--- src/rtl/exec_unit_if.sv ---
// ----------------------------------------------------------------------------
// exec_unit_if -- request/response bundle for exec_unit.
//
// Handshake rules:
//   A request transfers on a rising clk edge where in_valid and in_ready are
//   both 1. a, b and OpControl are only looked at on that edge. A response
//   transfers on a rising clk edge where out_valid and out_ready are both 1.
//   Result and Flags hold steady for as long as out_valid is 1.
//
// Signals:
//   in_valid / in_ready   request handshake
//   a, b                  operands (WIDTH bits)
//   OpControl             000 ADD, 001 SUB, 010 AND, 011 ORR, 100 MUL,
//                         101-111 illegal
//   out_valid / out_ready response handshake
//   Result                registered result (WIDTH bits)
//   Flags                 registered {N,Z,C,V}
//
// Modports: master = requester/consumer side, slave = exec_unit side.
// ----------------------------------------------------------------------------
interface exec_unit_if #(
   parameter int WIDTH = 32
) ();
   logic             in_valid;
   logic             in_ready;
   logic [WIDTH-1:0] a;
   logic [WIDTH-1:0] b;
   logic [2:0]       OpControl;
   logic             out_valid;
   logic             out_ready;
   logic [WIDTH-1:0] Result;
   logic [3:0]       Flags;

   modport master (
      output in_valid, a, b, OpControl, out_ready,
      input  in_ready, out_valid, Result, Flags
   );

   modport slave (
      input  in_valid, a, b, OpControl, out_ready,
      output in_ready, out_valid, Result, Flags
   );
endinterface

--- src/rtl/exec_unit.sv ---
// ----------------------------------------------------------------------------
// exec_unit -- single-issue ALU with an optional iterative multiplier.
//
// One request in flight at a time. ADD/SUB/AND/ORR and illegal opcodes are
// computed combinationally on acceptance and registered, so the response is
// presented the cycle after acceptance. MUL (when built in) runs a shift-add
// loop consuming one multiplier bit per cycle for WIDTH cycles.
//
// Optional feature macro: EXEC_UNIT_MUL_EN
//   defined   -> MUL state and shift-add datapath present
//   undefined -> no multiplier; OpControl 100 behaves as an illegal opcode
//
// Ports:
//   clk        clock, all state updates on the rising edge
//   reset      synchronous, active-high
//   bus        exec_unit_if.slave (request/response handshake, operands,
//              Result, Flags)
//   busy       1 whenever the FSM is not in IDLE
//   state_dbg  current FSM state (00 IDLE, 01 MUL, 10 DONE)
// ----------------------------------------------------------------------------
module exec_unit #(
   parameter int WIDTH = 32
) (
   input  logic        clk,
   input  logic        reset,
   exec_unit_if.slave  bus,
   output logic        busy,
   output logic [1:0]  state_dbg
);

   localparam logic [1:0] S_IDLE = 2'd0;
   localparam logic [1:0] S_MUL  = 2'd1;
   localparam logic [1:0] S_DONE = 2'd2;

   localparam logic [2:0] OP_ADD = 3'b000;
   localparam logic [2:0] OP_SUB = 3'b001;
   localparam logic [2:0] OP_AND = 3'b010;
   localparam logic [2:0] OP_ORR = 3'b011;
   localparam logic [2:0] OP_MUL = 3'b100;

   logic [1:0]       state_q,  state_d;
   logic [WIDTH-1:0] result_q, result_d;
   logic [3:0]       flags_q,  flags_d;

   // Single-cycle ALU, evaluated on the live operands; only its value on the
   // accepting edge is ever captured.
   logic [WIDTH:0]   sum_add;
   logic [WIDTH:0]   sum_sub;
   logic [WIDTH-1:0] alu_res;
   logic             alu_c;
   logic             alu_v;

   always_comb begin
      sum_add = {1'b0, bus.a} + {1'b0, bus.b};
      sum_sub = {1'b0, bus.a} + {1'b0, ~bus.b} + {{WIDTH{1'b0}}, 1'b1};
      alu_res = '0;
      alu_c   = 1'b0;
      alu_v   = 1'b0;
      case (bus.OpControl)
         OP_ADD: begin
            alu_res = sum_add[WIDTH-1:0];
            alu_c   = sum_add[WIDTH];
            alu_v   = (bus.a[WIDTH-1] == bus.b[WIDTH-1]) &&
                      (alu_res[WIDTH-1] != bus.a[WIDTH-1]);
         end
         OP_SUB: begin
            // Carry out of a + ~b + 1 is the "no borrow" indication.
            alu_res = sum_sub[WIDTH-1:0];
            alu_c   = sum_sub[WIDTH];
            alu_v   = (bus.a[WIDTH-1] != bus.b[WIDTH-1]) &&
                      (alu_res[WIDTH-1] != bus.a[WIDTH-1]);
         end
         OP_AND:  alu_res = bus.a & bus.b;
         OP_ORR:  alu_res = bus.a | bus.b;
         // MUL is handled by the FSM when built in; otherwise it lands here
         // with the illegal opcodes: Result 0, which gives Flags 0100.
         default: alu_res = '0;
      endcase
   end

`ifdef EXEC_UNIT_MUL_EN
   localparam int CNT_W = (WIDTH > 1) ? $clog2(WIDTH) : 1;

   logic [CNT_W-1:0] cnt_q,    cnt_d;
   logic [WIDTH-1:0] acc_q,    acc_d;
   logic [WIDTH-1:0] mcand_q,  mcand_d;
   logic [WIDTH-1:0] mplier_q, mplier_d;
   logic [WIDTH-1:0] acc_next;

   // Partial product for the current multiplier bit; only the low WIDTH
   // bits of the product are kept, so the shifted multiplicand may drop bits.
   always_comb begin
      acc_next = mplier_q[0] ? (acc_q + mcand_q) : acc_q;
   end
`endif

   always_comb begin
      state_d  = state_q;
      result_d = result_q;
      flags_d  = flags_q;
`ifdef EXEC_UNIT_MUL_EN
      cnt_d    = cnt_q;
      acc_d    = acc_q;
      mcand_d  = mcand_q;
      mplier_d = mplier_q;
`endif
      case (state_q)
         S_IDLE: begin
            if (bus.in_valid) begin
`ifdef EXEC_UNIT_MUL_EN
               if (bus.OpControl == OP_MUL) begin
                  state_d  = S_MUL;
                  cnt_d    = '0;
                  acc_d    = '0;
                  mcand_d  = bus.a;
                  mplier_d = bus.b;
               end else begin
                  state_d  = S_DONE;
                  result_d = alu_res;
                  flags_d  = {alu_res[WIDTH-1], (alu_res == '0), alu_c, alu_v};
               end
`else
               state_d  = S_DONE;
               result_d = alu_res;
               flags_d  = {alu_res[WIDTH-1], (alu_res == '0), alu_c, alu_v};
`endif
            end
         end
`ifdef EXEC_UNIT_MUL_EN
         S_MUL: begin
            acc_d    = acc_next;
            mcand_d  = mcand_q << 1;
            mplier_d = mplier_q >> 1;
            cnt_d    = cnt_q + CNT_W'(1);
            if (cnt_q == CNT_W'(WIDTH - 1)) begin
               state_d  = S_DONE;
               cnt_d    = '0;
               result_d = acc_next;
               flags_d  = {acc_next[WIDTH-1], (acc_next == '0), 2'b00};
            end
         end
`endif
         S_DONE: begin
            if (bus.out_ready) begin
               state_d = S_IDLE;
            end
         end
         default: state_d = S_IDLE;
      endcase
   end

   always_ff @(posedge clk) begin
      if (reset) begin
         state_q  <= S_IDLE;
         result_q <= '0;
         flags_q  <= '0;
`ifdef EXEC_UNIT_MUL_EN
         cnt_q    <= '0;
         acc_q    <= '0;
         mcand_q  <= '0;
         mplier_q <= '0;
`endif
      end else begin
         state_q  <= state_d;
         result_q <= result_d;
         flags_q  <= flags_d;
`ifdef EXEC_UNIT_MUL_EN
         cnt_q    <= cnt_d;
         acc_q    <= acc_d;
         mcand_q  <= mcand_d;
         mplier_q <= mplier_d;
`endif
      end
   end

   assign bus.in_ready  = (state_q == S_IDLE);
   assign bus.out_valid = (state_q == S_DONE);
   assign bus.Result    = result_q;
   assign bus.Flags     = flags_q;
   assign busy          = (state_q != S_IDLE);
   assign state_dbg     = state_q;

endmodule

--- src/flat_wrapper.sv ---
// flat-port wrapper written by rule: the top's interface ports become plain ports
module exec_unit_flat 
#(
   parameter int WIDTH = 32
)
  (clk, reset, busy, state_dbg, bus_in_valid, bus_a, bus_b, bus_OpControl, bus_out_ready, bus_in_ready, bus_out_valid, bus_Result, bus_Flags);
  exec_unit_if #(.WIDTH(WIDTH)) bus_i ();
  input  logic clk;
  input  logic reset;
  output logic busy;
  output logic [1:0] state_dbg;
  input wire logic [$bits(bus_i.in_valid)-1:0] bus_in_valid;
  input wire logic [$bits(bus_i.a)-1:0] bus_a;
  input wire logic [$bits(bus_i.b)-1:0] bus_b;
  input wire logic [$bits(bus_i.OpControl)-1:0] bus_OpControl;
  input wire logic [$bits(bus_i.out_ready)-1:0] bus_out_ready;
  output wire logic [$bits(bus_i.in_ready)-1:0] bus_in_ready;
  output wire logic [$bits(bus_i.out_valid)-1:0] bus_out_valid;
  output wire logic [$bits(bus_i.Result)-1:0] bus_Result;
  output wire logic [$bits(bus_i.Flags)-1:0] bus_Flags;
  assign bus_i.in_valid = bus_in_valid;
  assign bus_i.a = bus_a;
  assign bus_i.b = bus_b;
  assign bus_i.OpControl = bus_OpControl;
  assign bus_i.out_ready = bus_out_ready;
  assign bus_in_ready = bus_i.in_ready;
  assign bus_out_valid = bus_i.out_valid;
  assign bus_Result = bus_i.Result;
  assign bus_Flags = bus_i.Flags;
  exec_unit #(.WIDTH(WIDTH)) u_core (.clk(clk), .reset(reset), .bus(bus_i), .busy(busy), .state_dbg(state_dbg));
endmodule
--- config.mk ---
export PLATFORM = sky130hd
export DESIGN_NAME = exec_unit_flat
export DESIGN_NICKNAME = d
export VERILOG_FILES = /design/src/rtl/exec_unit_if.sv /design/src/rtl/exec_unit.sv /design/src/flat_wrapper.sv
export SDC_FILE = /design/constraint.sdc
export NUM_CORES = 1
export LEC_CHECK = 0
export CORE_ASPECT_RATIO = 0.7
export CORE_MARGIN = 4
export CORE_UTILIZATION = 56
export CTS_CLUSTER_DIAMETER = 120
export CTS_CLUSTER_SIZE = 10
export DETAILED_ROUTE_END_ITERATION = 8
export GPL_TIMING_DRIVEN = 0
export HOLD_SLACK_MARGIN = 0.06
export PLACE_DENSITY = 0.83
export REMOVE_ABC_BUFFERS = 1
export SYNTH_ARGS = -nofsm -noshare
export SYNTH_HDL_FRONTEND = slang
export SYNTH_SLANG_ARGS = --single-unit
--- constraint.sdc ---
create_clock -name clk -period 4.69 [get_ports clk]
set_clock_uncertainty 0.2 [all_clocks]
set_input_delay 0.938 -clock clk [delete_from_list [all_inputs] [get_ports clk]]
set_output_delay 0.938 -clock clk [all_outputs]
set_load 0.005 [all_outputs]
After elaboration in Yosys (flattened, before gate mapping) --
Cells that the tools add are included.
Storage, ports and cells: input bits 71, register bits after elaboration 38, logic and storage cells 33
Operators by class: add/sub/neg operators 3, reductions and logical operators 8, muxes and demuxes 6, bitwise gates (word level) 3, equal/unequal tests 10
Operators by type and width (number):
- case mux 32 bit (4 select lines) | 1
- adder 32 x 32 -> 33 bit | 2
- adder 33 x 1 -> 33 bit, second input constant | 1
- AND 32 bit | 1
- zero test 32 bit | 1
- inverter 32 bit | 1
- OR 32 bit | 1
- equality test 3 x 2 -> 1 bit, second input constant | 2
- two-way mux 2 bit | 2
- != test 2 bit, second input constant | 2
- case mux 1 bit (2 select lines) | 2
- case mux 2 bit (2 select lines) | 1
- AND reduction 2 bit | 2
- equality test 3 x 1 -> 1 bit, second input constant | 1
- zero test 3 bit | 1
- != test 1 bit | 3
- equality test 2 bit, second input constant | 1
- logical AND 1 bit | 2
- zero test 2 bit | 1
- nonzero test 2 bit | 1
- equality test 1 bit | 1

Logic depth before layout (Yosys ltp) --
word-level depth 6, mapped depth 15, gate-level depth less buffers 15

Worst setup path before layout --
Ideal clock, no wire load.
path type input -> register, start input port bus_b[12], end register u_core.flags_q[2] (netlist: u_core.bus.Flags[2]), stages 13, slack 0.713 ns, data arrival time 3.693 ns, cell sequence inv_1 -> ha_1 -> buf_6 -> or4_4 -> or2_0 -> o2111a_1 -> a31oi_2 -> a221o_2 -> o21ai_1 -> xnor2_1 -> a2111oi_2 -> nand4b_1 -> o31ai_2
Between the ends: cells in the longest elaborated chain, start to end 5
RTL lines:
- start: declaration | line flat_wrapper.sv:14 | input wire logic [$bits(bus_i.b)-1:0] bus_b;
- inverter 32 bit | line exec_unit.sv:55 | sum_sub = {1'b0, bus.a} + {1'b0, ~bus.b} + {{WIDTH{1'b0}}, 1'b1};
- adder 32 x 32 -> 33 bit | line exec_unit.sv:55
- adder 33 x 1 -> 33 bit | line exec_unit.sv:55
- case mux 32 bit (4 select lines) (*) | line exec_unit.sv:59 | case (bus.OpControl)
- zero test 32 bit (*) | line exec_unit.sv:125 | flags_d = {alu_res[WIDTH-1], (alu_res == '0), alu_c, alu_v};
- end signal: assignment | line exec_unit.sv:166 | flags_q <= flags_d;
- end: declaration | line exec_unit.sv:43 | logic [3:0] flags_q, flags_d;
Mark *: on every way between the ends. The rest lies on a longest branch, timed or not. A chain may end at the register's enable or synchronous reset.

Worst setup path in the final report --
start input port bus_b[0], end register u_core.flags_q[2] (netlist: u_core.bus.Flags[2])
The elaborated chain is that of the path after synthesis.

==> impl_results.md <==
- Row Count: 33
- Final weighted congestion in routability-driven placement: ~1.1
- Type of the most critical hold path: flip-flop to flip-flop
- CTS root buf: clkbuf_16
- Congestion Overflow GR: 0
- Element type at the critical path end: flip-flop
- Number of antenna violations at the first check in global routing: 0
- Standard cell core area: 11,900 um2
- Crit path launch type: primary input
- I/O pin count: about 110
- Max-capacitance violation count: 0
- Post-Route Setup TNS: 0 ps
- Switching share of power: 0.410
- Number of buffers added on ports: 110
- LEAKAGE: between 3 and 4 nW
- Register share of total power: 0.206
- Utilization of the core after routing: 0.707
- Vias per cell: roughly 6.4
- Delay of the slowest critical-path stage: 510 ps
- Number of hold-repair buffers added at the cts stage: 0
- Total power divided by cell area: around 200 nW/um2
- Vias: 7,740
- Number of synthesized register bits: 36
- TritonCTS clock tree: done
- Asr flop ratio synth: 0
- Final-report setup violation count: 0
- Horizontal extent of the die: between 100 and 150 um
- Post-synth top flop: dfxtp_1
- Post-route total power: roughly 1.7 mW
- Initial DRT Pass Iterations: 5
- Residual antenna-violating net count after detailed routing: 0
- Clock latency of the later-clocked register in the worst-skew pair: 270 ps
- Achievable frequency: 214 MHz
- Transition time at the pin with the least slew margin: 1240 ps
- Area growth from synthesis to layout: 21.7%
- Pins Over Slew Limit: 0
- Total clock sinks: 36
- Drt drc: 0
- Final worst hold slack: 253 ps
- Final worst path period share: 0.994
- All-layer global routing usage: 0.309
- Internal power: around 0.99 mW
- CTS clk-pin slew, worst paths: 60 ps
- Routed WL: 23.4 mm
- CTS Buf Count: 5
- Net switching power: between 0.6 and 0.7 mW
- Required time of the critical path: 4680 ps
- Detailed Place HPWL: 17.8 mm
- Initial Utilization: 0.581
- Die Height: 101 um
- Diode count: 0
- Data arrival at the endpoint of the critical path: 4650 ps
- Worst slew margin relative to its limit: 0.172
- Synthesized cell area: just under 7000 um2
- Largest vdd supply drop: ~0.21 mV
- Max FO, Critical Path: 3
- Crit path cell chain: clkdlybuf4s50_1 -> ha_1 -> inv_1 -> fa_1 -> nand2b_1 -> a211oi_2 -> o21ai_0 -> a31oi_2 -> a221o_2 -> o21ai_1 -> xnor2_1 -> a2111oi_2 -> nand4b_1 -> o31ai_2
- Sequential share of the synthesized area: 0.105
- Fraction of final layout cells sized beyond drive strength 1: 0.0971
- Cell at the slowest stage of the critical path: clkdlybuf4s50_1
- Maximum buffer depth of the clock tree: 2
- Clock network power share: 0.241
- Combinational fraction of design power: 0.554
- Type of the setup path with the least slack: primary input to flip-flop
- Number of enable flip-flop cells after synthesis: 0
- Result of the run: completed
- H-tree lvl count: 2
- Final net count: 1,228
- 1st-iter DRT viols: 1,089
- Total Die Area: 14,200 um2
- Fin crit period: ~4700 ps
- Pin count of the biggest net entering global routing: 53
- Number of global-route vias before repair: 6,723
- Synth Warn #: 0
- Average wire per standard cell: 19.3 um
- Wire length of the first global-routing pass: 35.8 mm
- Post-Syn Instances: 986
- Number of distinct library cells after synthesis: 95
- Hold Violations, Final: 0
- Mean cell area of the mapped netlist: 6.98 um2
==> power by group through the flow <==
stage | logic [mW] | clock network [mW] | registers [mW]
CTS | 0.859 | 0.401 | 0.344
global route | 0.995 | 0.417 | 0.347
floorplan | 0.537 | 0 | 0.349
detailed placement | 0.848 | 0 | 0.351
finish | 0.929 | 0.404 | 0.345
global placement | 0.838 | 0 | 0.350
==> layout make-up <==
class	count	area (um2)
inverters	104	393
well taps	157	196
clock inverters	1	30.0
multi-input cells	788	5740
repair buffers	115	1150
fillers	1011	3470
flip-flops and latches	36	721
clock buffers	7	153
==> cells in the final DEF (no fill, tap or decap), types with 18 or more instances in the layout <==
master	netlist	routed
nor3_1	30	30
inv_1	99	99
nor2_1	108	105
nand3_1	19	19
xnor2_1	18	18
o21ai_0	52	52
a211oi_1	27	24
dfxtp_1	36	36
a21oi_1	89	88
clkdlybuf4s50_1	0	108
nand2_1	77	75
ha_1	105	89
==> cell families (layout without fill, tap and decap cells) <==
logic type,after synthesis,count (layout),share of synthesized area
multiplexers,8,8,0.0136
buffers and inverters,162,227,0.0992
AO/OA/AOI/OAI,329,329,0.330
adder cells (fa/ha/maj),107,107,0.197
AND/OR/NAND/NOR,323,323,0.230
flip-flops,36,36,0.105
other,1,1,0.000545
XOR/XNOR,20,20,0.0254
==> registers in the layout (all words and copies together) (netlist names) <==
signal and cells:
u_core.bus.Flags 3, u_core.bus.Result 32, u_core.state_dbg 1
==> synthesized netlist by cell type, types with 4 or more instances <==
cell type  count  area (um2)
clkbuf_1      30         113
nand3_1       19        95.1
or3_1          7        43.8
o21bai_1       9        67.6
o21a_1        11        82.6
nand2b_1       9        56.3
nand4_1        7        43.8
o21ai_0       52         260
a21o_1        10        75.1
buf_4          8        60.1
buf_1          4        15.0
a2111oi_0      4        35.0
ha_1         105        1310
a31oi_1        8        50.1
nor2b_1       14        87.6
nor2_1       108         405
nor3_1        30         150
inv_1         99         372
buf_6          4        45.0
buf_2         12        60.1
a211o_1        8        70.1
a211oi_1      27         203
o22ai_1        9        56.3
o211ai_1      12        90.1
mux2i_1        6        60.1
o31ai_1       10        75.1
dfxtp_1       36         721
nor4_1        15        93.8
a21oi_1       89         445
xnor2_1       18         158
and3_1         7        43.8
a21oi_2        6        52.6
o21ai_1        6        30.0
nand2_1       77         289
or2_2          4        25.0
a221oi_1       6        52.6
o2111a_1       5        56.3
==> worst paths after layout <==
check | cells after the start | slack [ps] | startpoint | end
setup / recovery | 14 | 30 | bus_b[0] | u_core.bus.Flags[2]$_SDFFE_PP0P_
hold / removal | 2 | 250 | u_core.bus.Result[6]$_SDFFE_PP0P_ | u_core.bus.Result[6]$_SDFFE_PP0P_
hold reg to reg | 2 | 250 | u_core.bus.Result[6]$_SDFFE_PP0P_ | u_core.bus.Result[6]$_SDFFE_PP0P_
setup reg to reg | 10 | 1290 | u_core.state_dbg[1]$_SDFFE_PP0P_ | u_core.bus.Flags[2]$_SDFFE_PP0P_
==> critical path: cells and delay by family <==
| kind | cells | cell delay, ps |
|---|---|---|
| AO/OA/AOI/OAI | 7 | 2040 |
| XOR/XNOR | 1 | 180 |
| adder cells (fa/ha/maj) | 2 | 570 |
| buffers and inverters | 2 | 560 |
| AND/OR/NAND/NOR | 2 | 360 |
==> routing by layer <==
metal,GRT usage,up-vias,wire length (um)
met5,0,-,0
met4,0.0491,0,277
met3,0.0844,33,3230
met2,0.438,509,9350
met1,0.469,3551,10500
li1,-,3647,-
==> metrics by stage <==
stage / cell area, um2 / worst slack [ps] / std cells
after detailed placement: 7920 / -745 / 1197
after global routing: 8380 / -7.63 / 1208
final: 8380 / 27.0 / 1208
after floorplan: 6590 / 677 / 928
after CTS: 8140 / 18.3 / 1206
after global placement: 7890 / -3600 / 1195
==> repair_timing <==
item,in CTS,in global routing
buffers inserted,1,2
gates cloned,0,0
endpoints found under the setup margin,2,3
pin swaps,2,6
gates resized for setup,10,47
Note: power is estimated with default switching activity, not from simulation.
==> RTL change, RTL diff (same flow settings) <==
Take the reset off `result_q` and load it in a clocked block of its own.
--- a/src/rtl/exec_unit.sv
+++ b/src/rtl/exec_unit.sv
@@ -154,3 +154,2 @@
          state_q  <= S_IDLE;
-         result_q <= '0;
          flags_q  <= '0;
@@ -164,3 +163,2 @@
          state_q  <= state_d;
-         result_q <= result_d;
          flags_q  <= flags_d;
@@ -173,2 +171,6 @@
       end
+   end
+
+   always_ff @(posedge clk) begin
+      result_q <= result_d;
    end
Function: changed (a bounded check fails within 4 cycles, from zero or initial values and one cycle with reset high).
==> RTL change against the unedited design <==
The run now ends with negative setup slack left; hold slack better by 0.026 ns; core utilization up 12 points; clock power down 1%; die area down 0.82%; power up 18%; sequential cell count up 1; fmax down 4.5%; synthesized area down 0.89%; wire length up 25%; cell area up 17%; synthesized cell count down 7.7%; combinational power up 26%; setup slack worse by 0.22 ns; critical endpoint unchanged; largest cell class unchanged.
==> RTL change: results <==
[logic_synthesis]
synth_compound_area_frac = 0.3143
synth_edf_count = 32
ys_seq_area_frac = 0.1555
synthMuxAreaShare = 0.02109
yosysTopAreaCellShare = 0.1925
yosysUniqueCellTypes = 87
netlist_top_cells_count = "ha_1 (105), inv_1 (104), nor2_1 (85)"
synth_xor_area_frac = 0.01797
synthAdderAreaFrac = 0.1984
synthFlopType = "edfxtp_1"

[finish]
n_all_inverters = 106
n_fill_cell = 702
fin_nets = 1245
layout-drive-gt1-share = 0.2772
final-clk-cell-share = 0.01703
multi_input_area_share = 0.6175
clockBufferCount = 6

[power]
power.leakage_nw = 4.186

[sta]
relSlewSlack = 0.2718
setup_viol = 1
setup_slack_ns = -0.1951

[outcome]
status = "finished with violations"
violations = "negative setup slack"

[clocking]
clk-insertion-delay-late_ns = 0.30

[grt]
grt_pass1_vias = 7577
grt_max_degree = 79
grt_pass1_wl_um = 40900
grtUsageTotal = 0.3622

[min_path]
hp-start = "u_core.bus.Flags[0]$_SDFFE_PP0P_"
whs_endpoint = "u_core.bus.Flags[0]$_SDFFE_PP0P_"

[setup_path]
crit_family = "simple AND/OR/NAND/NOR gates"
startpoint = "bus_a[0]"
crit_fanout = 5
cp_slowest_cell = "or4_1"
reg2reg_slack_ns = 0.71
cp.arrival_ns = 4.90

[placement]
gp_congestion = 1.006
dp_hpwl_um = 18160

[detailed_routing]
drtPass1Iterations = 7
drt-total-wl_um = 29150
via_count = 8554
==> RTL change: cells by family (layout without fill, tap and decap cells) <==
family,Yosys count,in the layout
adders and majority gates,107,107
AOI/OAI and AO/OA,305,305
other,1,1
and+or+nand+nor,271,271
DFF,37,37
buffers and inverters,162,320
muxes,13,13
xor gates and xnor gates,14,14
==> RTL change: stage by stage <==
stage | hold WS [ns] | cells | TNS (ns) | setup WS, ns | utilization
finish | 0.2794 | 1225 | -0.1951 | -0.1951 | 0.8277
global route | 0.3100 | 1225 | -0.3114 | -0.3114 | 0.8277
CTS | 0.2815 | 1198 | -0.1326 | -0.09846 | 0.7842
detailed placement | 0.2718 | 1124 | -5.029 | -1.390 | 0.6734
global placement | 0.2572 | 1121 | -86.67 | -5.133 | 0.6665
floorplan | 0.2564 | 854 | -0.5455 | -0.5455 | -
==> RTL change: power breakdown <==
group          internal (mW)  leakage (nW)  switching (mW)
registers              0.394         0.357          0.0120
clock network          0.231        0.0782           0.168
logic                  0.502          3.75           0.665
total                   1.13          4.19           0.845
